<file path="src/rtl/monitor_pkg.sv">
// ============================================================================
// monitor_pkg : status codes, FSM states and defaults for store_monitor
// Rev 1.0
// ============================================================================
`default_nettype none

package monitor_pkg;

  localparam logic [1:0] ST_RUN     = 2'b00;
  localparam logic [1:0] ST_PASS    = 2'b01;
  localparam logic [1:0] ST_FAIL    = 2'b10;
  localparam logic [1:0] ST_TIMEOUT = 2'b11;

  localparam logic [2:0] S_IDLE    = 3'd0;
  localparam logic [2:0] S_RUN     = 3'd1;
  localparam logic [2:0] S_PASS    = 3'd2;
  localparam logic [2:0] S_FAIL    = 3'd3;
  localparam logic [2:0] S_TIMEOUT = 3'd4;

  localparam logic [31:0] DEF_TOHOST_ADDR = 32'h0000_0064;
  localparam logic [31:0] DEF_PASS_VALUE  = 32'd25;

endpackage

`default_nettype wire

</file>
<file path="src/rtl/store_log_fifo.sv">
// ============================================================================
// store_log_fifo : synchronous first-word-fall-through FIFO, registered head
// Rev 1.0
// ============================================================================
`default_nettype none

module store_log_fifo #(
  parameter int WIDTH = 64,
  parameter int DEPTH = 8
) (
  input  logic             clk,
  input  logic             reset,
  input  logic             push,
  input  logic             pop,
  input  logic [WIDTH-1:0] din,
  output logic [WIDTH-1:0] dout,
  output logic             empty,
  output logic             full
);

  localparam int AW = $clog2(DEPTH);

  logic [WIDTH-1:0] mem_q [DEPTH];
  logic [AW:0]      rd_ptr_q, rd_ptr_d;
  logic [AW:0]      wr_ptr_q, wr_ptr_d;
  logic [WIDTH-1:0] dout_q, dout_d;
  logic             pop_ok, push_ok;

  assign empty   = (rd_ptr_q == wr_ptr_q);
  assign full    = (rd_ptr_q[AW-1:0] == wr_ptr_q[AW-1:0]) && (rd_ptr_q[AW] != wr_ptr_q[AW]);
  assign pop_ok  = pop && !empty;
  assign push_ok = push && (!full || pop_ok);
  assign dout    = dout_q;

  // Head register tracks the new front; the entry written this edge is not yet in mem_q.
  always_comb begin
    rd_ptr_d = rd_ptr_q + {{AW{1'b0}}, pop_ok};
    wr_ptr_d = wr_ptr_q + {{AW{1'b0}}, push_ok};
    dout_d   = dout_q;
    if (rd_ptr_d != wr_ptr_d) begin
      if (push_ok && (rd_ptr_d == wr_ptr_q)) dout_d = din;
      else                                   dout_d = mem_q[rd_ptr_d[AW-1:0]];
    end
  end

  always_ff @(posedge clk) begin
    if (push_ok) mem_q[wr_ptr_q[AW-1:0]] <= din;
  end

  always_ff @(posedge clk) begin
    if (!reset) begin
      rd_ptr_q <= '0;
      wr_ptr_q <= '0;
      dout_q   <= '0;
    end else begin
      rd_ptr_q <= rd_ptr_d;
      wr_ptr_q <= wr_ptr_d;
      dout_q   <= dout_d;
    end
  end

endmodule

`default_nettype wire

</file>
<file path="src/rtl/store_monitor.sv">
// ============================================================================
// store_monitor : data-memory store watcher with PASS/FAIL/TIMEOUT verdict
// Rev 1.0
// ============================================================================
`default_nettype none

module store_monitor
  import monitor_pkg::*;
#(
  parameter logic [31:0] TOHOST_ADDR    = DEF_TOHOST_ADDR,
  parameter logic [31:0] PASS_VALUE     = DEF_PASS_VALUE,
  parameter int unsigned TIMEOUT_CYCLES = 1000,
  parameter int          LOG_DEPTH      = 8
) (
  input  logic        clk,
  input  logic        reset,
  input  logic        run_en,
  input  logic        MemWrite,
  input  logic [31:0] DataAddr,
  input  logic [31:0] WriteData,
  output logic [1:0]  status,
  output logic        done,
  output logic [31:0] cycle_count,
  output logic [15:0] store_count,
  input  logic        log_rd_en,
  output logic        log_valid,
  output logic [31:0] log_addr,
  output logic [31:0] log_data,
  output logic        log_overflow
);

  localparam logic [31:0] LAST_CYCLE = 32'(TIMEOUT_CYCLES - 1);

  logic [2:0]  state_q, state_d;
  logic [31:0] cycle_q, cycle_d;
  logic [15:0] store_q, store_d;
  logic        ovf_q, ovf_d;
  logic        in_run, accept, hit_tohost;
  logic        log_empty, log_full, log_pop;
  logic [63:0] log_head;

  assign in_run     = (state_q == S_RUN);
  assign accept     = in_run && MemWrite;
  assign hit_tohost = accept && (DataAddr == TOHOST_ADDR);
  assign log_pop    = log_rd_en && !log_empty;

  // A tohost store on the final allowed cycle takes priority over the timeout.
  always_comb begin
    state_d = state_q;
    case (state_q)
      S_IDLE: if (run_en) state_d = S_RUN;
      S_RUN: begin
        if (hit_tohost)                state_d = (WriteData == PASS_VALUE) ? S_PASS : S_FAIL;
        else if (cycle_q == LAST_CYCLE) state_d = S_TIMEOUT;
      end
      default: state_d = state_q;
    endcase
  end

  assign cycle_d = (in_run && (state_d == S_RUN)) ? cycle_q + 32'd1 : cycle_q;
  assign store_d = (accept && (store_q != 16'hFFFF)) ? store_q + 16'd1 : store_q;
  assign ovf_d   = ovf_q | (accept && log_full && !log_pop);

  always_ff @(posedge clk) begin
    if (!reset) begin
      state_q <= S_IDLE;
      cycle_q <= '0;
      store_q <= '0;
      ovf_q   <= 1'b0;
    end else begin
      state_q <= state_d;
      cycle_q <= cycle_d;
      store_q <= store_d;
      ovf_q   <= ovf_d;
    end
  end

  always_comb begin
    status = ST_RUN;
    case (state_q)
      S_PASS:    status = ST_PASS;
      S_FAIL:    status = ST_FAIL;
      S_TIMEOUT: status = ST_TIMEOUT;
      default:   status = ST_RUN;
    endcase
  end

  assign done         = (state_q == S_PASS) || (state_q == S_FAIL) || (state_q == S_TIMEOUT);
  assign cycle_count  = cycle_q;
  assign store_count  = store_q;
  assign log_overflow = ovf_q;
  assign log_valid    = !log_empty;
  assign log_addr     = log_head[63:32];
  assign log_data     = log_head[31:0];

  store_log_fifo #(
    .WIDTH (64),
    .DEPTH (LOG_DEPTH)
  ) u_log (
    .clk   (clk),
    .reset (reset),
    .push  (accept),
    .pop   (log_pop),
    .din   ({DataAddr, WriteData}),
    .dout  (log_head),
    .empty (log_empty),
    .full  (log_full)
  );

endmodule

`default_nettype wire
</file>
<file path="config.mk">
export PLATFORM = sky130hd
export DESIGN_NAME = store_monitor
export DESIGN_NICKNAME = d
export VERILOG_FILES = /design/src/rtl/monitor_pkg.sv /design/src/rtl/store_log_fifo.sv /design/src/rtl/store_monitor.sv
export SDC_FILE = /design/constraint.sdc
export NUM_CORES = 1
export LEC_CHECK = 0
export BUFFER_PORTS_ARGS = -buffer_cell sky130_fd_sc_hd__buf_2
export CORE_MARGIN = 8
export CORE_UTILIZATION = 45
export DETAILED_ROUTE_END_ITERATION = 8
export PLACE_DENSITY = 0.61
export SYNTH_ARGS = -nofsm -noshare
export SYNTH_HDL_FRONTEND = slang
export SYNTH_SLANG_ARGS = --single-unit
</file>
<file path="constraint.sdc">
create_clock -name clk -period 22.1 [get_ports clk]
set_input_delay 2.21 -clock clk [delete_from_list [all_inputs] [get_ports clk]]
set_output_delay 2.21 -clock clk [all_outputs]
set_load 0.02 [all_outputs]
</file>
==> impl_metrics.ini <==
[synth]
ys_ff_latch = 636
synth_area_um2 = 25360
synth_cells = 1484
synthArstFlopShare_pct = 0
synth_fp_nets = 1559
syn_area_per_cell_um2 = 17.09
ys_seq_area_share_pct = 70.41
ys_types = 50
synth_edf_count = 512
synth_warnings = 0
yosys_most_used_dff = edfxtp_1

[clock_tree]
cts_root_buf = clkbuf_16
clk_pin_slew_ns = 0.06
cts_buffer_depth = 3
clkLatencyLatePin_ns = 0.60
post-cts-setup-buffer-count = 0
cts_sinks = 636
cts_tree = done
postCtsHoldBufs = 0
post_cts_resized = 0
htreeDepth = 3
cts_buffers = 68

[flow_run]
maxCapViolCount = 0

[power]
total_leakage_power_nw = 9.649
p_per_area_nw_per_um2 = 100.4
ir_drop_mv = 0.06049

[timing]
fin_ws_ns = 16.93
hold_violations = 0
grt_setup_unrepaired = false
tns_ns = 0
hold_slack_ns = 0.4489
layout_worst_path_cycle_share_pct = 23.39
finalSetupViolations = 0
drv_slew = 0
fin_crit_ns = 5.170
finClkSkew_ns = 0.03165
max_freq_mhz = 193.4
worst_pin_slew_ns = 1.125
slew_headroom_pct = 23.80

[place]
post-dp-hpwl_um = 33610
gp_congestion = 0.7905
place_ws_ns = 16.32
portBuffers = 185

[grt]
met2_usage_pct = 31.28
grt.overflow.total = 0
grt_pass1_wl_um = 92890
grt_max_degree = 110
grt_pass1_vias = 14820
grt.met3_usage_pct = 3.817
grt_usage_pct = 19.12
grtUsageMet1_pct = 25.65
top_usage_layer = met2
antenna_found_initial = 9

[final_layout]
fin_nets = 1754
utilization_pct = 52.78
synthToLayoutAreaGrowth_pct = 16.67
drive_above_1_share_pct = 27.35

[hold_path]
min_path_type = reg2reg
hold_end = u_log.dout[0]
min_from = u_log.dout[0]
worstHoldPathCells = 2

[critical_path]
rrSetupSlack_ns = 17.48
start_kind = primary input
crit_buf_inv = 3
end_kind = flip-flop
cp_slowest_cell = buf_4
critical-path-top-delay-family = buffers and inverters
crit_path_max_incr_delay_ns = 0.70
cp_max_fo = 44
cp.arrival_ns = 5.68
crit_type = in2reg
crit_path_cell_trace = buf_2, and2_1, ha_4, ha_4, xor2_4, buf_4, nor2_1, o2111ai_4, or2_2, buf_4, o211ai_1, a21boi_0
r2r_cells = 13
timing.rr.start = u_log.wr_ptr_q[2]
r2r-end = u_log.dout[2]
crit_required_ns = 22.61

[floorplanning]
core_area_um2 = 56060
fp.dieH_um = 253.4
die-area_um2 = 64210
fp.dieW_um = 253.4
rows = 87
num_io_pins = 186
initial_core_util_pct = 45.24

[detailed_routing]
wirelength_um = 61670
vias = 14140
drc = 0
viasPerCell = 5.669
wire_per_inst_um = 24.73
dr.pass1.iters = 5
ant_nets = 0
drtIter0Drc = 1057

[outcome]
status = finished, final reports clean
cell usage in the layout (no fill, tap or decap), types with 15 or more instances in the layout:
cell type  synthesis  routed
edfxtp_1         512     512
buf_2             20     184
mux4_2           128     128
dfxtp_1          124     124
nand2_1           94      94
o21ai_0           75      75
clkbuf_16          0      71
mux2i_1           70      70
o211ai_1          64      64
a21boi_0          62      62
and2_1            37      37
xnor2_1           30      30
buf_4              7      30
nor4_1            23      22
nand4_1           20      20
clkbuf_1          63      18
xor2_1            17      16
nor3_1            17      15
registers in the layout (all words and copies together) (netlist names):
register and count:
store_count 16, u_log.mem_q 512, u_log.rd_ptr_q 4, u_log.wr_ptr_q 4
u_log.dout 64, state_q 3, cycle_count 32, log_overflow 1
power breakdown:
group | leakage [nW] | switching [W] | internal [W]
Clock | 1.16 | 0.000461 | 0.000731
Combinational | 2.87 | 0.000263 | 0.000164
Sequential | 5.62 | 0.0000219 | 0.00133
synthesized netlist by cell type, drive strengths merged, types with 7 or more instances:
library cell / instances / area, um^2
mux2i: 70 / 700.7
and2: 37 / 231.5
nand2: 94 / 352.8
nand3: 14 / 70.07
xnor2: 30 / 262.8
nor2: 9 / 36.29
o21ai: 75 / 375.4
mux4: 128 / 2883
clkbuf: 63 / 236.5
a21boi: 73 / 548.0
nor3: 18 / 101.4
nor2b: 11 / 68.82
xor2: 17 / 148.9
nand4: 20 / 125.1
or3: 7 / 43.79
dfxtp: 124 / 2482
and3: 7 / 48.80
inv: 13 / 48.80
nor4: 23 / 143.9
buf: 27 / 152.6
o211ai: 64 / 480.5
edfxtp: 512 / 15370
through the flow:
stage | total power [W] | cell area [um^2] | instances
2_1_floorplan | 0.001661 | 25360 | 1484
3_3_place_gp | 0.001811 | 27210 | 2365
3_5_place_dp | 0.001814 | 27210 | 2365
4_1_cts | 0.003005 | 29580 | 2489
5_1_grt | 0.003079 | 29580 | 2492
6_report | 0.002971 | 29590 | 2494
metal layers:
layer / vias to the layer above / share of wire, %
li1: 6295 / -
met1: 7380 / 43
met2: 366 / 49
met3: 87 / 5.5
met4: 10 / 2.2
met5: - / 0.097
cells by family (layout without fill, tap and decap cells):
kind of cell / after synthesis / count (layout) / share of synthesized area [%]
DFF: 636 / 636 / 70.41
other: 0 / 5 / 0
buffers and inverters: 103 / 352 / 1.727
xor gates and xnor gates: 47 / 47 / 1.623
muxes: 198 / 198 / 14.13
adders and majority gates: 6 / 6 / 0.2960
AOI/OAI and AO/OA: 226 / 226 / 6.044
and+or+nand+nor: 268 / 268 / 5.767
worst max path at each step:
stage               startpoint                 to  slack [ns]  cells past startpoint
detailed placement   log_rd_en     u_log.dout[43]       16.32                     11
finish               log_rd_en      u_log.dout[2]       16.93                     12
global route         log_rd_en     u_log.dout[57]       16.68                     11
floorplan            log_rd_en  u_log.mem_q[4][0]       12.07                      4
CTS                  log_rd_en     u_log.dout[27]       16.94                     11
global placement     log_rd_en     u_log.dout[38]       16.31                     11
worst reg2reg max path: cells and delay by family (launching register included):
kind,cells,cell delay [ns]
adder cells (fa/ha/maj),2,0.34
AO/OA/AOI/OAI,3,0.63
AND/OR/NAND/NOR,4,1.20
buffers and inverters,2,1.40
XOR/XNOR,2,0.34
flip-flops,1,0.64
area by class of cell:
cell class                      count  area [um^2]
Fill cell                        4519        26470
Sequential cell                   636        17860
Multi-Input combinational cell    745         7192
Clock buffer                       99         1982
Timing Repair Buffer              215         1166
Tap cell                          756        945.9
Clock inverter                     25        384.1
Inverter                           13        48.80
Antenna cell                        5        12.51
No activity file was read; power rests on OpenSTA's default activity.
